[config.mk]
export PLATFORM = sky130hd
export DESIGN_NAME = serial_extremum
export DESIGN_NICKNAME = d
export VERILOG_FILES = /design/src/rtl/serial_extremum_pkg.sv /design/src/rtl/serial_extremum_compare.sv /design/src/rtl/serial_extremum.sv
export SDC_FILE = /design/constraint.sdc
export NUM_CORES = 1
export LEC_CHECK = 0
export BUFFER_PORTS_ARGS = -buffer_cell sky130_fd_sc_hd__buf_2
export CAP_MARGIN = 0
export CORE_MARGIN = 1
export CORE_UTILIZATION = 55
export DETAILED_ROUTE_END_ITERATION = 6
export GPL_TIMING_DRIVEN = 0
export PLACE_DENSITY_LB_ADDON = 0.05
export SLEW_MARGIN = 10
export SYNTH_ARGS = -nofsm -noshare
export SYNTH_HDL_FRONTEND = slang
export SYNTH_SLANG_ARGS = --single-unit
export TNS_END_PERCENT = 20
[constraint.sdc]
create_clock -name clk -period 2.9 [get_ports clk]
set_input_delay 0.145 -clock clk [delete_from_list [all_inputs] [get_ports clk]]
set_output_delay 0.145 -clock clk [all_outputs]
set_load 0.05 [all_outputs]
[src/rtl/serial_extremum_pkg.sv]
// serial_extremum_pkg
//   Shared definitions for the serial_extremum block: compare-mode encoding,
//   frame FSM state type and the index-width helper used for the frame
//   counter and out_index port.
package serial_extremum_pkg;

  localparam logic MODE_MAX = 1'b0;
  localparam logic MODE_MIN = 1'b1;

  typedef enum logic {
    ST_IDLE  = 1'b0,  // no sample of the current frame accepted yet
    ST_ACCUM = 1'b1   // at least one sample of the current frame accepted
  } state_t;

  // Bits needed to hold a position 0..frame_len-1; never less than 1.
  function automatic int idx_width(input int frame_len);
    return (frame_len <= 2) ? 1 : $clog2(frame_len);
  endfunction

endpackage

[src/rtl/serial_extremum_compare.sv]
// extremum_compare
//   Combinational "strictly better" test between two samples.
//   Ports:
//     a, b    [WIDTH-1:0]  samples; result tells whether a strictly beats b
//     mode    1            MODE_MAX: a > b, MODE_MIN: a < b
//     better  1            1 when a strictly beats b (ties -> 0)
//   SIGNED != 0 selects two's-complement interpretation, otherwise unsigned.
module extremum_compare
  import serial_extremum_pkg::*;
#(
  parameter int WIDTH  = 8,
  parameter int SIGNED = 1
) (
  input  logic [WIDTH-1:0] a,
  input  logic [WIDTH-1:0] b,
  input  logic             mode,
  output logic             better
);

  logic gt;
  logic lt;

  generate
    if (SIGNED != 0) begin : g_signed
      assign gt = $signed(a) > $signed(b);
      assign lt = $signed(a) < $signed(b);
    end else begin : g_unsigned
      assign gt = a > b;
      assign lt = a < b;
    end
  endgenerate

  assign better = (mode == MODE_MIN) ? lt : gt;

endmodule

[src/rtl/serial_extremum.sv]
// serial_extremum
//   Streaming max/min tracker over framed sample sequences. A frame ends on an
//   accepted sample with in_last set or on the FRAME_LEN-th accepted sample;
//   the frame's extremum is registered into out_value one cycle later with a
//   single-cycle out_valid pulse.
//   Ports:
//     clk        clock, rising edge
//     rst        synchronous reset, active-low
//     enable     0 freezes all state and ignores inputs
//     in_valid   sample strobe (accepted when enable & in_valid)
//     in         [WIDTH-1:0] sample
//     in_last    accepted sample is the final one of its frame
//     mode       0 max, 1 min; taken from the first sample of each frame
//     run_value  [WIDTH-1:0] running extremum of the current frame
//     out_value  [WIDTH-1:0] extremum of the last completed frame
//     out_index  [IDX_W-1:0] position of out_value within its frame
//                (present only with SERIAL_EXTREMUM_ARGIDX_EN defined)
//     out_valid  one-cycle pulse when out_value/out_index update
module serial_extremum
  import serial_extremum_pkg::*;
#(
  parameter  int WIDTH     = 8,
  parameter  int SIGNED    = 1,
  parameter  int FRAME_LEN = 16,
  localparam int IDX_W     = idx_width(FRAME_LEN)
) (
  input  logic             clk,
  input  logic             rst,
  input  logic             enable,
  input  logic             in_valid,
  input  logic [WIDTH-1:0] in,
  input  logic             in_last,
  input  logic             mode,
  output logic [WIDTH-1:0] run_value,
  output logic [WIDTH-1:0] out_value,
`ifdef SERIAL_EXTREMUM_ARGIDX_EN
  output logic [IDX_W-1:0] out_index,
`endif
  output logic             out_valid
);

  localparam logic [IDX_W-1:0] LAST_CNT = IDX_W'(FRAME_LEN - 1);

  state_t           state, state_nxt;
  logic [IDX_W-1:0] count, count_nxt;
  logic             mode_q, mode_nxt;
  logic [WIDTH-1:0] run_nxt, out_nxt;
  logic             valid_nxt;
  logic             accept;
  logic             frame_end;
  logic             eff_mode;
  logic             better;
  logic             take;

`ifdef SERIAL_EXTREMUM_ARGIDX_EN
  logic [IDX_W-1:0] run_idx, run_idx_nxt, out_idx_nxt;
`endif

  assign accept    = enable & in_valid;
  // count is 0 in IDLE, so FRAME_LEN==1 ends a frame on every sample.
  assign frame_end = accept & (in_last | (count == LAST_CNT));
  // The first sample of a frame uses the live mode; later ones the latched one.
  assign eff_mode  = (state == ST_IDLE) ? mode : mode_q;
  assign take      = (state == ST_IDLE) | better;

  extremum_compare #(
    .WIDTH  (WIDTH),
    .SIGNED (SIGNED)
  ) u_cmp (
    .a      (in),
    .b      (run_value),
    .mode   (eff_mode),
    .better (better)
  );

  always_comb begin
    state_nxt = state;
    count_nxt = count;
    mode_nxt  = mode_q;
    run_nxt   = run_value;
    out_nxt   = out_value;
    valid_nxt = 1'b0;
`ifdef SERIAL_EXTREMUM_ARGIDX_EN
    run_idx_nxt = run_idx;
    out_idx_nxt = out_index;
`endif
    if (accept) begin
      if (state == ST_IDLE) mode_nxt = mode;
      if (take) begin
        run_nxt = in;
`ifdef SERIAL_EXTREMUM_ARGIDX_EN
        run_idx_nxt = count;
`endif
      end
      // Result includes the current sample, hence run_nxt rather than run_value.
      if (frame_end) begin
        out_nxt   = run_nxt;
        valid_nxt = 1'b1;
        state_nxt = ST_IDLE;
        count_nxt = '0;
`ifdef SERIAL_EXTREMUM_ARGIDX_EN
        out_idx_nxt = run_idx_nxt;
`endif
      end else begin
        state_nxt = ST_ACCUM;
        count_nxt = count + IDX_W'(1);
      end
    end
  end

  always_ff @(posedge clk) begin
    if (!rst) begin
      state     <= ST_IDLE;
      count     <= '0;
      mode_q    <= MODE_MAX;
      run_value <= '0;
      out_value <= '0;
      out_valid <= 1'b0;
`ifdef SERIAL_EXTREMUM_ARGIDX_EN
      run_idx   <= '0;
      out_index <= '0;
`endif
    end else begin
      state     <= state_nxt;
      count     <= count_nxt;
      mode_q    <= mode_nxt;
      run_value <= run_nxt;
      out_value <= out_nxt;
      out_valid <= valid_nxt;
`ifdef SERIAL_EXTREMUM_ARGIDX_EN
      run_idx   <= run_idx_nxt;
      out_index <= out_idx_nxt;
`endif
    end
  end

endmodule
==> metrics.txt, run 1 <==
flop-to-flop setup slack 0.31 ns; Critical path origin run_value[7]; leakage 0.0007904 uW; slew margin rel. 62.59%; cts bufs inserted 3; CTS tree built; largest net degree at the start of global routing 13; worst slew pin tran 0.5573 ns; final RePlAce weighted congestion 0.9267; outcome finished clean; EDFF count, synth 0; Final Cell Area 0.001805 sq mm; Critical Path Fanout Max 10; vias in the first global route 1,659; final core occ 65.47%; FP Rows 19; maximum vdd drop 0.0003084 V; top_reg_cell synth dfxtp_1; final setup fails 0; Hold-fix buffers, CTS 0; NumNets Final 249; worst hold path class input port to register; Final min period 2.590 ns; #FFs+latches synth 23; Via density 6.480; gr ovfl total 0; Starting Density 57.67%; ANT cells 0; IO Count 31; maximum clock path buffer count 2; Worst-Skew Late Latency 0.32 ns; PortBufs 30; H-tree depth 1; Slew Viols, Final 0; crit path launch type register; Routed Antenna Nets 0; post-synth net total 214; CP endpoint kind register; Gate Count Post-Synth 191; area grow syn2layout 13.53%; final WL 4339 um; Seq/Total Area, Yosys 28.95%; Sink Count 23; Hold Crit Depth 3; Horiz. Die Dim 55.77 um; drt wl/cell 16.95 um; Finished Layout Cells 256; Initial DRC Count 86; fmax 386.1 MHz; Reg clk slew, reported paths 0.14 ns; synthesized area 0.001590 sq mm; synth warn 0; core area 0.002758 sq mm; P per Cell Area 466.6 mW/mm^2; Final period util 89.31%; Synth Area per Inst 8.326 sq um; gr usage total 30.64%; Post-CTS Setup Bufs 0; worst r2r src run_value[7]; max-cap violations 0; CTS resizes 0; R2R Path End run_value[7]; drt first pass iters 4; fillcell total 255; post-DP HPWL 3253 um; Worst EP arrival 2.86 ns; Die Span Y 55.77 um; skew final 0.008446 ns; RSZ-0062 raised after global routing false; Async SR Flop Fraction 0%; post-synthesis cell type count 39; CTS Root Cell clkbuf_4; global-route wire length before repair 7562 um; DRC 0; die area 0.003110 sq mm; hold endpoint mode_q; Final Hold Viols 0; final setup TNS 0 ns; critical path class register to register; cells on worst reg2reg path 9; DP Area 0.001779 sq mm; hold path start mode; vias after detailed routing 1,659; hold_ws 0.08281 ns; Placed Cells 252; fraction of layout cells with a size suffix above 1 23.56%; initial antenna violation count 0; Critical Path RT 3.17 ns
[critical path, stage by stage (launching register included)]
cell and delay [ns]:
dfxtp_1 0.43, inv_1 0.06, ha_1 0.35, nand4_2 0.14
a211o_1 0.26, a21oi_1 0.40, o21a_1 0.35, buf_2 0.27
o2111ai_1 0.15, nand3_1 0.11
[cell families (layout without fill, tap and decap cells)]
logic type                 count (synthesis)  in the layout  share of synthesized area [%]
xor gates and xnor gates                   3              3                          1.653
AOI/OAI and AO/OA                         39             39                          18.10
and+or+nand+nor                           91             91                          36.35
adders and majority gates                  9              9                          7.081
DFF                                       23             23                          28.95
buffers and inverters                     26             60                          7.868
[cell usage after synthesis, types with 6 or more instances]
| cell | count | area (sq um) |
|---|---|---|
| o211ai_1 | 8 | 60.06 |
| o2111ai_1 | 8 | 70.07 |
| nand4_1 | 8 | 50.05 |
| and3_1 | 17 | 106.4 |
| inv_1 | 10 | 37.54 |
| nand2_1 | 6 | 22.52 |
| dfxtp_1 | 23 | 460.4 |
| nand3_2 | 10 | 100.1 |
| clkbuf_1 | 10 | 37.54 |
| ha_1 | 9 | 112.6 |
| nor2b_1 | 7 | 43.79 |
| nand3_1 | 30 | 150.1 |
| a22oi_1 | 7 | 52.55 |
[where the power goes]
group	switching (uW)	total [uW]	internal [uW]
registers	22.6	361	339
logic	216	321	104
clock network	107	160	53.8
total	346	842	497
[through the flow]
step	setup WS (ns)	power (uW)
CTS	0.3230	839.8
detailed placement	0.3803	684.1
global route	0.1493	884.6
global placement	0.4238	677.3
finish	0.3101	842.4
floorplan	0.2250	603.0
[registers in the layout, summed over array words and instances, names as in the netlist]
register,flops
out_value,8
run_value,8
count,4
mode_q,1
out_valid,1
state,1
[final cells by class]
cell class / count / area [sq um] / share of cell area (%)
clock buffer: 4 / 26.28 / 1.455
multi-input combinational: 142 / 1005 / 55.65
buffer: 16 / 87.58 / 4.851
tap: 31 / 38.79 / 2.148
sequential: 23 / 460.4 / 25.50
timing repair buffer: 30 / 150.1 / 8.316
inverter: 10 / 37.54 / 2.079
[worst max-delay path by stage]
stage | depth (start not counted) | endpoint | slack (ns)
floorplan | 10 | run_value[2] | 0.23
global placement | 10 | run_value[2] | 0.42
detailed placement | 9 | run_value[7] | 0.38
CTS | 9 | run_value[7] | 0.32
global route | 9 | run_value[7] | 0.15
finish | 9 | run_value[7] | 0.31
[metal layers]
| layer | GRT usage [%] | routed length, um | vias to the layer above |
|---|---|---|---|
| met5 | 0 | 0 | - |
| met4 | 15.00 | 96 | 0 |
| met3 | 3.488 | 261 | 11 |
| met2 | 49.57 | 2154 | 71 |
| met1 | 40.56 | 1826 | 788 |
| li1 | - | - | 789 |
[placed cells by master (no fill, tap or decap), types with 2 or more instances in the layout]
master     Yosys  layout
a22oi_1        7       7
clkbuf_1      10      11
a21oi_1        5       5
ha_1           9       9
o2111ai_1      8       8
nand4_1        8       8
nand3_2       10      10
o21ai_0        2       2
nand3_1       30      30
buf_2          3      33
clkbuf_4       0       3
o211ai_1       8       8
and3_1        17      17
nor2b_1        7       7
xor2_1         2       2
nand2_1        6       6
inv_1         10      10
nor2_1         5       5
dfxtp_1       23      23
Note: power is estimated with default switching activity, not from simulation.
==> run 2: changes to the inputs <==
--- a/config.mk
+++ b/config.mk
@@ -5,10 +5,11 @@
 export SDC_FILE = /design/constraint.sdc
 export NUM_CORES = 1
 export LEC_CHECK = 0
+export ABC_AREA = 1
 export BUFFER_PORTS_ARGS = -buffer_cell sky130_fd_sc_hd__buf_2
 export CAP_MARGIN = 0
 export CORE_MARGIN = 1
-export CORE_UTILIZATION = 55
+export CORE_UTILIZATION = 53
 export DETAILED_ROUTE_END_ITERATION = 6
 export GPL_TIMING_DRIVEN = 0
 export PLACE_DENSITY_LB_ADDON = 0.05
==> run 2 against run 1 <==
Combinational power shrank 34%. Clock power decreased by 6%. Utilization up 2.3 points. Total power fell by 16%. Clock skew grew 0.0040 ns. Cell count is 5.9% lower. Synthesized cell count decreased by 6.3%. Wire length fell by 35%. Critical path depth is 5 higher. Via count decreased by 25%. Critical path type unchanged. Critical endpoint is now out_value[0]. Highest routed layer unchanged.
==> metrics.txt, run 2 <==
Sink Count 23; Largest regs out_value x8, run_value x8, count x4; vias in the first global route 1,216; gr ovfl total 0; Critical Path Fanout Max 9; most frequent cells in the layout 45 x nand2_1, 30 x buf_2, 23 x dfxtp_1; fmax 503.5 MHz; flop-to-flop setup slack 0.91 ns; Commonest cells post-synth 45 x nand2_1, 23 x dfxtp_1, 22 x inv_1, 17 x nand3_1; Final period util 68.49%; CTS resizes 0; final RePlAce weighted congestion 0.8593; final setup fails 0; Slew Viols, Final 0; die area 0.002770 sq mm; Post-CTS Setup Bufs 0; CTS Root Cell clkbuf_4; hold_ws 0.1490 ns; Initial DRC Count 25; PortBufs 30; leakage 0.0008502 uW; maximum vdd drop 0.0003441 V; CTS tree built; P per Cell Area 448.4 mW/mm^2; gr usage total 24.17%; H-tree depth 1; CP endpoint kind register; post-synthesis cell type count 26; synth warn 0; Worst EP arrival 2.20 ns; Synth Area per Inst 7.591 sq um; initial antenna violation count 0; cts bufs inserted 3; Routed Antenna Nets 0; P_int 448.9 uW; Hold-fix buffers, CTS 0; FP Rows 17; largest net degree at the start of global routing 14; Horiz. Die Dim 52.64 um; NumNets Final 237; biggest area consumer among synthesized cells dfxtp_1; commonest non-fill, non-tap cell in the layout nand2_1; hold path start in[7]; final WL 2834 um; max-cap violations 0; switch share 36.29%; maximum clock path buffer count 2; Starting Density 58.61%; area grow syn2layout 15.65%; Placed Cells 237; switching power of the nets 255.7 uW; #FFs+latches synth 23; synthesized area 0.001359 sq mm; Worst-Skew Late Latency 0.31 ns; top_reg_cell synth dfxtp_1; Critical path origin run_value[3]; Async SR Flop Fraction 0%; ANT cells 0; global-route wire length before repair 5023 um; Gate Count Post-Synth 179; worst slew pin tran 0.4129 ns; DRC 0; top-count cell post-synth nand2_1; post-synth net total 202; EDFF count, synth 0; RSZ-0062 raised after global routing false; fraction of layout cells with a size suffix above 1 29.58%; Reg clk slew, reported paths 0.14 ns; critical path class register to register; slew margin rel. 72.43%; post-DP HPWL 2173 um; vias after detailed routing 1,247; Comb power frac 30.1%; part of the power in registers 48.6%; crit path launch type register; skew final 0.01243 ns; drt first pass iters 4; Die Span Y 52.64 um; outcome finished clean; top post-synthesis cells by area dfxtp_1 34%, nand2_1 12%, ha_1 8.3%, nand3_1 6.3%, inv_1 6.1%; drt wl/cell 11.76 um; final setup TNS 0 ns; share of the synthesized area in the top cell type 33.89%; Seq/Total Area, Yosys 33.89%; Critical Path RT 3.11 ns; Via density 5.174; clock share of power 21.3%; worst hold path class input port to register; worst r2r src run_value[3]; Final min period 1.986 ns; core area 0.002318 sq mm; Finished Layout Cells 241; Final Hold Viols 0; IO Count 31
-- run 2: changes by cell type in the layout (fill, tap and decap cells not counted), sizes merged, moves of 8 or more --
cell | before | now
o2111ai | 8 | 0
clkbuf | 14 | 4
and3 | 17 | 1
o211ai | 8 | 0
a21oi | 5 | 13
nand3 | 40 | 20
nand2 | 6 | 61
inv | 10 | 23
-- run 2: kinds of logic (layout without fill, tap and decap cells) --
| logic type | after synthesis | count (layout) | synth area share [%] |
|---|---|---|---|
| AO/OA/AOI/OAI | 16 | 16 | 6.814 |
| XOR/XNOR | 3 | 3 | 1.934 |
| adder cells (fa/ha/maj) | 9 | 9 | 8.287 |
| buffers and inverters | 28 | 62 | 9.483 |
| flip-flops | 23 | 23 | 33.89 |
| AND/OR/NAND/NOR | 100 | 100 | 39.59 |
-- run 2: final timing paths --
path,endpoint,depth (start not counted)
max,out_value[0],14
min,run_value[7],5
max reg2reg,out_value[0],14
min reg2reg,out_value[1],2
-- run 2: through the flow --
stage               cell area (sq um)  power, uW  setup slack, ns  utilization [%]
finish                           1572      704.6           0.9139            67.78
global route                     1572      742.0           0.7651            67.78
CTS                              1572      706.4           0.9393            67.78
detailed placement               1544      559.7           0.9887            66.59
global placement                 1544      555.4            1.009            66.59
floorplan                        1359      511.1           0.7969                -
-- run 2: final cells by class --
type | count | area (sq um)
buffer | 4 | 38.79
clock buffer | 3 | 22.52
clock inverter | 1 | 5.005
fill | 217 | 747.0
inverter | 24 | 90.09
multi-input combinational | 128 | 769.5
sequential | 23 | 460.4
tap | 28 | 35.03
timing repair buffer | 30 | 150.1
-- run 2: routing by layer --
metal  global-route usage, %  wire length [um]  up-vias
met5                       0                 0        -
met4                   5.702                14        0
met3                   3.768               137        2
met2                   41.77              1383       39
met1                   31.05              1298      556
li1                        -                 -      650
-- run 2: power by group through the flow --
stage          Combinational (uW)  Clock (uW)  Sequential (uW)
6_report                      212         150              342
5_1_grt                       233         164              344
4_1_cts                       212         152              342
2_1_floorplan                 121           0              390
3_3_place_gp                  207           0              348
3_5_place_dp                  210           0              349
-- run 2: critical path: stages, from the launching register on --
cell and delay [ns]:
dfxtp_1 0.38, inv_1 0.07, ha_1 0.30, nand2_1 0.11, inv_1 0.06, nand2_1 0.06, nand2_1 0.06, nand2_2 0.08
nand3_2 0.13, nand3_4 0.19, nand3_4 0.18, nand2_2 0.10, nand2_1 0.06, nand2_1 0.07, nand2_1 0.05
==> run 3: changes to the inputs <==
==> constraint.sdc (replaced) <==
create_clock -name clk -period 1.9 [get_ports clk]
set_input_delay 0.095 -clock clk [delete_from_list [all_inputs] [get_ports clk]]
set_output_delay 0.095 -clock clk [all_outputs]
set_load 0.05 [all_outputs]
==> run 3 against run 2 <==
Clock power up 57%. Largest power group unchanged. Count of clock-buffer cells in the layout unchanged. Sequential share of layout area down 2.9 points. Die area unchanged. Utilization up 9.6 points. Cell count up 4.1%. Critical path depth down 1. Flip-flop and latch count unchanged.
==> metrics.txt, run 3 (synthesized netlist as in run 2, its figures left out) <==
FP Rows 17; Worst EP arrival 2.15 ns; maximum vdd drop 0.0004823 V; cts bufs inserted 3; vias in the first global route 1,242; Starting Density 58.61%; gr usage total 24.50%; Routed Antenna Nets 0; RSZ-0062 raised after global routing true; Critical Path RT 2.16 ns; switch share 36.97%; global-route wire length before repair 5037 um; fillcell total 164; maximum clock path buffer count 2; commonest non-fill, non-tap cell in the layout nand2_1; Horiz. Die Dim 52.64 um; final RePlAce weighted congestion 0.8363; Hold-fix buffers, CTS 0; fmax 528.7 MHz; P_int 743.0 uW; CTS Root Cell clkbuf_4; drt wl/cell 13.02 um; Final min period 1.891 ns; Critical Path Fanout Max 5; Worst-Skew Late Latency 0.32 ns; Sink Count 23; vias after detailed routing 1,352; drt first pass iters 5; Via density 5.386; Largest regs out_value x8, run_value x8, count x4; Comb power frac 35.4%; initial antenna violation count 0; largest net degree at the start of global routing 14; crit path launch type register; final setup TNS 0 ns; most frequent cells in the layout 42 x nand2_1, 30 x buf_2, 16 x inv_1; outcome finished clean; gr ovfl total 0; switching power of the nets 435.9 uW; worst hold path class input port to register; CTS tree built; Reg clk slew, reported paths 0.14 ns; final setup fails 0; Initial DRC Count 44; ANT cells 0; Finished Layout Cells 251; H-tree depth 1; Final period util 99.55%; critical path class register to register; skew final 0.01167 ns; worst slack at placement 0.009307 ns; slew margin rel. 72.88%; core area 0.002318 sq mm; post-DP HPWL 2209 um; fraction of layout cells with a size suffix above 1 44.84%; flop-to-flop setup slack 0.009 ns; clock share of power 20.0%; final WL 3268 um; PortBufs 30; IO Count 31; part of the power in registers 44.6%; min setup slack post-route 0.008558 ns; P per Cell Area 657.1 mW/mm^2; die area 0.002770 sq mm; Final Hold Viols 0; Die Span Y 52.64 um; NumNets Final 247; area grow syn2layout 32.04%; CP endpoint kind register; DRC 0; max-cap violations 0; Placed Cells 237; hold_ws 0.07808 ns; Slew Viols, Final 0; leakage 0.0009110 uW; worst slew pin tran 0.4068 ns
==> run 3: cell type report <==
| class | instances | area (sq um) | share of cell area, % |
|---|---|---|---|
| plain buffers | 4 | 38.79 | 2.162 |
| flip-flops and latches | 23 | 473.0 | 26.36 |
| multi-input cells | 128 | 902.1 | 50.28 |
| repair buffers | 40 | 225.2 | 12.55 |
| well taps | 28 | 35.03 | 1.953 |
| inverters | 24 | 92.59 | 5.160 |
| clock buffers | 3 | 22.52 | 1.255 |
| clock inverters | 1 | 5.005 | 0.2789 |
==> run 3: power by group through the flow <==
stage | clock network (uW) | registers [uW] | logic, uW
floorplan | 0 | 598 | 184
global placement | 0 | 534 | 315
detailed placement | 0 | 535 | 323
CTS | 236 | 524 | 330
global route | 254 | 528 | 446
finish | 236 | 526 | 417
==> run 3: what timing repair did <==
action                                  in CTS  in global routing
gates resized for setup                      1                 24
pin swaps                                    2                 15
endpoints found under the setup margin      12                 16
setup buffers                                0                 10
hold endpoints to repair                     0                  0
==> run 3: stage by stage <==
step | area, sq um | total power (uW) | utilization (%)
floorplan | 1371 | 782.3 | -
global placement | 1556 | 848.9 | 67.13
detailed placement | 1556 | 857.5 | 67.13
CTS | 1593 | 1089 | 68.70
global route | 1794 | 1228 | 77.39
finish | 1794 | 1179 | 77.39
==> run 3: critical path: stages, from the launching register on <==
cell     delay (ns)
dfxtp_2        0.37
inv_1          0.06
ha_2           0.31
nand2_1        0.08
nor2_4         0.11
nand2_2        0.09
nand2_2        0.10
nand2_4        0.07
nand3_4        0.10
buf_4          0.15
nand4_1        0.17
nand2_2        0.12
nand2_1        0.06
nand2_1        0.06
==> run 3: path summary, 6_finish.rpt <==
kind | startpoint | to | depth (start not counted)
worst max-delay path | run_value[4] | out_value[2] | 13
worst min-delay path | in[0] | run_value[0] | 5
worst max register to register | run_value[4] | out_value[2] | 13
worst min register to register | out_value[7] | out_value[7] | 2
==> run 3: per-layer routing <==
layer / global-route usage (%) / vias to the layer above / share of wire (%)
li1: - / 670 / -
met1: 28.70 / 628 / 45
met2: 45.15 / 50 / 50
met3: 2.899 / 4 / 4.4
met4: 8.333 / 0 / 0.55
met5: 0 / - / 0
